**src/rtl/hazard_ctrl.sv**
```systemverilog
// Execute-stage hazard controller: forwarding selects, load-use/PC-write stalls, flushes and a
// start/done FSM for multicycle ops. Define HAZARD_PERF_EN to build the stall/flush counters.
module hazard_ctrl #(
    parameter int MC_TIMEOUT = 64,
    parameter int CNT_W      = 32
) (
    input  logic             clk,
    input  logic             reset,
    input  logic [3:0]       Ra1D,
    input  logic [3:0]       Ra2D,
    input  logic [3:0]       Ra1E,
    input  logic [3:0]       Ra2E,
    input  logic [3:0]       WriteAddrE,
    input  logic [3:0]       WriteAddrM,
    input  logic [3:0]       WriteAddrW,
    input  logic             RegWriteM,
    input  logic             RegWriteW,
    input  logic             MemtoRegE,
    input  logic             PCSrcD,
    input  logic             PCSrcE,
    input  logic             PCSrcM,
    input  logic             PCSrcW,
    input  logic             BranchTakenE,
    input  logic             MultiCycleE,
    input  logic             McDone,
    output logic [1:0]       forwardAE,
    output logic [1:0]       forwardBE,
    output logic             StallF,
    output logic             StallD,
    output logic             StallE,
    output logic             FlushD,
    output logic             FlushE,
    output logic             FlushM,
    output logic             McStart,
    output logic             McTimeout,
    output logic [CNT_W-1:0] StallCount,
    output logic [CNT_W-1:0] FlushCount
);

    localparam int RC_W = (MC_TIMEOUT > 2) ? $clog2(MC_TIMEOUT) : 1;
    localparam logic [RC_W-1:0] RC_LAST = RC_W'(MC_TIMEOUT - 1);

    typedef enum logic [1:0] {
        IDLE = 2'd0,
        RUN  = 2'd1,
        DONE = 2'd2
    } state_t;

    state_t          r_state;
    state_t          w_nextState;
    logic [RC_W-1:0] r_runCnt;
    logic            w_setTimeout;
    logic            w_idleStart;
    logic            w_mcHold;
    logic            w_ldrStall;
    logic            w_pcWrPend;

    // Register 15 is the PC alias and is never a forwarding source.
    function automatic logic [1:0] fwdSel(input logic [3:0] ra, input logic [3:0] wam,
                                          input logic rwm, input logic [3:0] waw,
                                          input logic rww);
        logic [1:0] sel;
        sel = 2'b00;
        if (ra != 4'hF) begin
            if (rwm && (ra == wam))
                sel = 2'b10;
            else if (rww && (ra == waw))
                sel = 2'b01;
        end
        return sel;
    endfunction

    always_comb begin
        forwardAE = fwdSel(Ra1E, WriteAddrM, RegWriteM, WriteAddrW, RegWriteW);
        forwardBE = fwdSel(Ra2E, WriteAddrM, RegWriteM, WriteAddrW, RegWriteW);
    end

    assign w_ldrStall = MemtoRegE & ((Ra1D == WriteAddrE) | (Ra2D == WriteAddrE))
                        & (WriteAddrE != 4'hF);
    assign w_pcWrPend = PCSrcD | PCSrcE | PCSrcM;

    // Gated by reset so nothing is held or started while the block sits in reset.
    assign w_idleStart = reset & (r_state == IDLE) & MultiCycleE;
    assign w_mcHold    = w_idleStart | (r_state == RUN);

    assign StallF  = w_ldrStall | w_pcWrPend | w_mcHold;
    assign StallD  = w_ldrStall | w_mcHold;
    assign StallE  = w_mcHold;
    assign FlushD  = w_pcWrPend | PCSrcW | BranchTakenE;
    assign FlushE  = (w_ldrStall | BranchTakenE) & ~w_mcHold;
    assign FlushM  = w_mcHold;
    assign McStart = w_idleStart;

    always_comb begin
        w_nextState  = r_state;
        w_setTimeout = 1'b0;
        unique case (r_state)
            IDLE: begin
                if (w_idleStart)
                    w_nextState = RUN;
            end
            RUN: begin
                if (McDone) begin
                    w_nextState = DONE;
                end else if (r_runCnt == RC_LAST) begin
                    w_nextState  = DONE;
                    w_setTimeout = 1'b1;
                end
            end
            DONE: begin
                w_nextState = IDLE;
            end
            default: begin
                w_nextState = IDLE;
            end
        endcase
    end

    always_ff @(posedge clk or negedge reset) begin
        if (!reset) begin
            r_state   <= IDLE;
            r_runCnt  <= '0;
            McTimeout <= 1'b0;
        end else begin
            r_state <= w_nextState;
            if (r_state == RUN)
                r_runCnt <= r_runCnt + RC_W'(1);
            else
                r_runCnt <= '0;
            if (w_setTimeout)
                McTimeout <= 1'b1;
        end
    end

`ifdef HAZARD_PERF_EN
    logic [CNT_W-1:0] r_stallCnt;
    logic [CNT_W-1:0] r_flushCnt;

    always_ff @(posedge clk or negedge reset) begin
        if (!reset) begin
            r_stallCnt <= '0;
            r_flushCnt <= '0;
        end else begin
            if (StallF)
                r_stallCnt <= r_stallCnt + CNT_W'(1);
            if (FlushD | FlushE)
                r_flushCnt <= r_flushCnt + CNT_W'(1);
        end
    end

    assign StallCount = r_stallCnt;
    assign FlushCount = r_flushCnt;
`else
    assign StallCount = '0;
    assign FlushCount = '0;
`endif

endmodule
```
**config.mk**
```make
export PLATFORM = sky130hd
export DESIGN_NAME = hazard_ctrl
export DESIGN_NICKNAME = d
export VERILOG_FILES = /design/src/rtl/hazard_ctrl.sv
export SDC_FILE = /design/constraint.sdc
export NUM_CORES = 1
export LEC_CHECK = 0
export BUFFER_PORTS_ARGS = -buffer_cell sky130_fd_sc_hd__buf_2
export CAP_MARGIN = 20
export CELL_PAD_IN_SITES_DETAIL_PLACEMENT = 1
export CELL_PAD_IN_SITES_GLOBAL_PLACEMENT = 2
export CORE_AREA = 2 2 85 95
export CTS_CLUSTER_SIZE = 20
export DETAILED_ROUTE_END_ITERATION = 6
export DIE_AREA = 0 0 87 97
export GPL_TIMING_DRIVEN = 0
export HOLD_SLACK_MARGIN = 0.03
export PLACE_DENSITY = 0.88
export SLEW_MARGIN = 10
export SYNTH_ARGS = -nofsm -noshare
export SYNTH_HDL_FRONTEND = slang
export SYNTH_SLANG_ARGS = --single-unit
```
**constraint.sdc**
```tcl
create_clock -name clk -period 1.4 [get_ports clk]
set_input_delay 0.21 -clock clk [delete_from_list [all_inputs] [get_ports clk]]
set_output_delay 0.21 -clock clk [all_outputs]
set_load 0.02 [all_outputs]
```
==> results by group <==
Run status
  – Outcome: finished, violations left
  – Failing checks: negative setup slack

Run
  – Total of max-cap violations: 0

Global routing
  – Remaining global-route overflow: 0
  – Grt met1 use: 0.07536
  – Largest net degree at the start of global routing: 12
  – Most Used Layer, Global Route: met2
  – Grt met3 use: 0.01365
  – GR Util met2: 0.1439
  – Vias in the first global route: 1,178
  – All-layer global routing usage: 0.07364
  – Initial antenna violation count: 0
  – First-pass GRT wire length: 5.106 mm

Floorplanning
  – Die W: 87 um
  – Die height: 97 um
  – # IOs: 116
  – Core Region: 7391 um^2
  – Initial Util: 0.1661
  – Rows: 33
  – Die ar.: 8439 um^2

Critical path
  – Crit path max-delay family: compound AO/OA/AOI/OAI gates
  – Bufs and invs on worst path: 2
  – Crit. End Element: output pin
  – Critical path arrival: 1.28 ns
  – CP max stage delay: 0.27 ns
  – Crit Path Class: input pin to output pin
  – Crit path max fanout: 3
  – Worst Path Required: 1.19 ns
  – Slowest stage cell, crit path: nor4_2
  – CP Launch Type: input pin
  – CP Cell Sequence: buf_6 > xor2_2 > nor4_2 > o211ai_1 > a21oi_1 > buf_4

Final layout
  – Nets: 318
  – Final std cells w/o fill: 363
  – Footprint of the multi-input gates: 818.3 um^2
  – Fill count: 921
  – Layout cells sized above 1: 0.4891
  – # diodes: 0
  – Synth-to-layout area growth: 65.85%
  – Area occupied by registers: 225.2 um^2

Synth
  – Seq/Total Area, Yosys: 0.1835
  – Area leader, netlist: buf_4
  – Predominant post-synthesis flop cell: dfrtp_1
  – Synthesized flop and latch total: 9
  – Synth Cell Area: 1227 um^2
  – Commonest cells post-synth: buf_4, xor2_1, nor2_1
  – YS warnings: 0
  – Largest cells by area after synthesis: buf_4, dfrtp_1, xor2_1
  – Post-synth EDFFs: 0
  – Yosys cell types: 22
  – Mean Syn Cell Area: 7.868 um^2
  – Most frequent cell after synthesis: buf_4
  – Async SR Flop Fraction: 1.000
  – Post-synthesis cell count: 156
  – Synth top area share: 0.3976

Timing
  – Setup-failing EPs final: 3
  – Maximum clock rate: 0.6702 GHz
  – Setup Skew: 0.001103 ns
  – RSZ-0062 raised after global routing: yes
  – Min Tclk post-route: 1.492 ns
  – Setup WS post-layout: -0.09199 ns
  – Slew Limit Fails: 0
  – Final-report hold violation count: 0
  – Tcrit/Tclk final: 1.066

Power
  – Switch Pwr: 469.9 uW
  – Switching portion of total power: 0.3823
  – Int Power: 759.2 uW
  – Final Total Pwr: 1.229 mW
  – Clock network fraction of total power: 0.237
  – Power Dens Cells: 603.8 nW/um^2
  – Max rail drop VDD: 0.0003320 V
  – Leakage: 1.152 nW
  – Sequential Power Share: 0.233
  – Combinational cell fraction of total power: 0.530

Routing
  – DR pass1 iterations: 2
  – DR WL/cell: 9.537 um
  – 1st-iter DRT viols: 19
  – Final wirelength: 3.462 mm
  – Vias per cell: 3.311
  – Vias: 1,202
  – DRC: 0
  – Antenna viol nets, final: 0

Clock network
  – Worst-Skew Late Latency: 0.23 ns
  – Num CTS Buffers: 3
  – CTS tree: built
  – Root Buffer: clkbuf_8
  – Clock Pin Slew Worst Setup and Hold Paths: 0.04 ns
  – CTS sink cnt: 9
  – H-Tree Depth: 1
  – CTS max path bufs: 2

Place
  – GPL Wtd Cong: 0.8220
  – PortBufs: 51
  – DP HPWL: 3.053 mm
  – Placed cells: 357

Min path
  – HP Class: input pin to register
## per-layer routing
layer / wire length (um) / share of wire
met5: 0 / 0
met4: 0 / 0
met3: 318 / 0.092
met2: 1910 / 0.55
met1: 1232 / 0.36
## registers in the layout, summed over array words and instances (netlist names)
signal,cells
McTimeout,1
r_runCnt,6
r_state,2
## power by group through the flow
stage	clock network (mW)	logic, mW	registers, mW
finish	0.291	0.651	0.287
floorplan	0	0.437	0.287
CTS	0.302	0.590	0.286
global placement	0	0.570	0.288
global route	0.324	0.703	0.289
detailed placement	0	0.575	0.289
## kinds of logic (layout without fill, tap and decap cells)
kind of cell,count (synthesis),after routing,synth area share
buffers and inverters,70,127,0.4139
AOI/OAI and AO/OA,9,9,0.04893
other,1,64,0.003055
and+or+nand+nor,40,40,0.1550
adders and majority gates,1,1,0.01019
xor gates and xnor gates,26,26,0.1855
DFF,9,9,0.1835
## area by class of cell
class / instances / share of cell area
Timing Repair Buffer: 53 / 0.1623
Sequential cell: 9 / 0.1106
Clock buffer: 4 / 0.02213
Inverter: 4 / 0.007376
Tap cell: 87 / 0.05347
Buffer: 66 / 0.2422
Multi-Input combinational cell: 140 / 0.4020
## worst register-to-register path: cells and delay by family (launching register included)
| family | cells | cell delay (ns) |
|---|---|---|
| simple gates | 4 | 0.64 |
| flops | 1 | 0.36 |
| fa+ha+maj | 1 | 0.19 |
## cells in the final DEF (no fill, tap or decap), types with 4 or more instances in the layout
cell type	synthesis	routed
buf_4	65	70
conb_1	1	64
buf_2	1	41
xor2_1	16	13
nor2_1	13	11
dfrtp_1	9	9
xnor2_1	10	8
nand3_1	6	6
buf_6	0	6
nor3_1	5	5
inv_1	4	4
o21a_1	4	4
nand2_1	6	4
## what timing repair did
item / 4_1_cts / 5_1_grt
buffers inserted: 0 / 1
pin swaps: 6 / 12
setup endpoints to repair: 6 / 9
hold endpoints to repair: 9 / 9
resized for setup: 7 / 28
## path summary, 6_finish.rpt
kind,start,end,slack [ns],cells after the start
min,McDone,r_state[1],0.25,3
min in group asynchronous,reset,r_state[1],0.50,2
max,Ra1D[2],FlushE,-0.09,6
max reg2reg,r_runCnt[0],r_state[0],0.09,5
max in group asynchronous,reset,r_runCnt[3],0.60,2
min reg2reg,McTimeout,McTimeout,0.45,1
## metrics by stage
| stage | area, um^2 | hold slack [ns] | TNS (ns) | setup slack (ns) | util |
|---|---|---|---|---|---|
| 2_1_floorplan | 1464 | -0.08559 | 0 | 0.04376 | - |
| 3_3_place_gp | 1828 | 0.08198 | -0.5355 | -0.2025 | 0.2473 |
| 3_5_place_dp | 1828 | 0.08620 | -0.5356 | -0.2057 | 0.2473 |
| 4_1_cts | 1897 | -0.1599 | -0.4287 | -0.1328 | 0.2566 |
| 5_1_grt | 2036 | 0.2788 | -0.4705 | -0.1805 | 0.2754 |
| 6_report | 2036 | 0.2526 | -0.1927 | -0.09199 | 0.2754 |
Note: power is estimated with default switching activity, not from simulation.
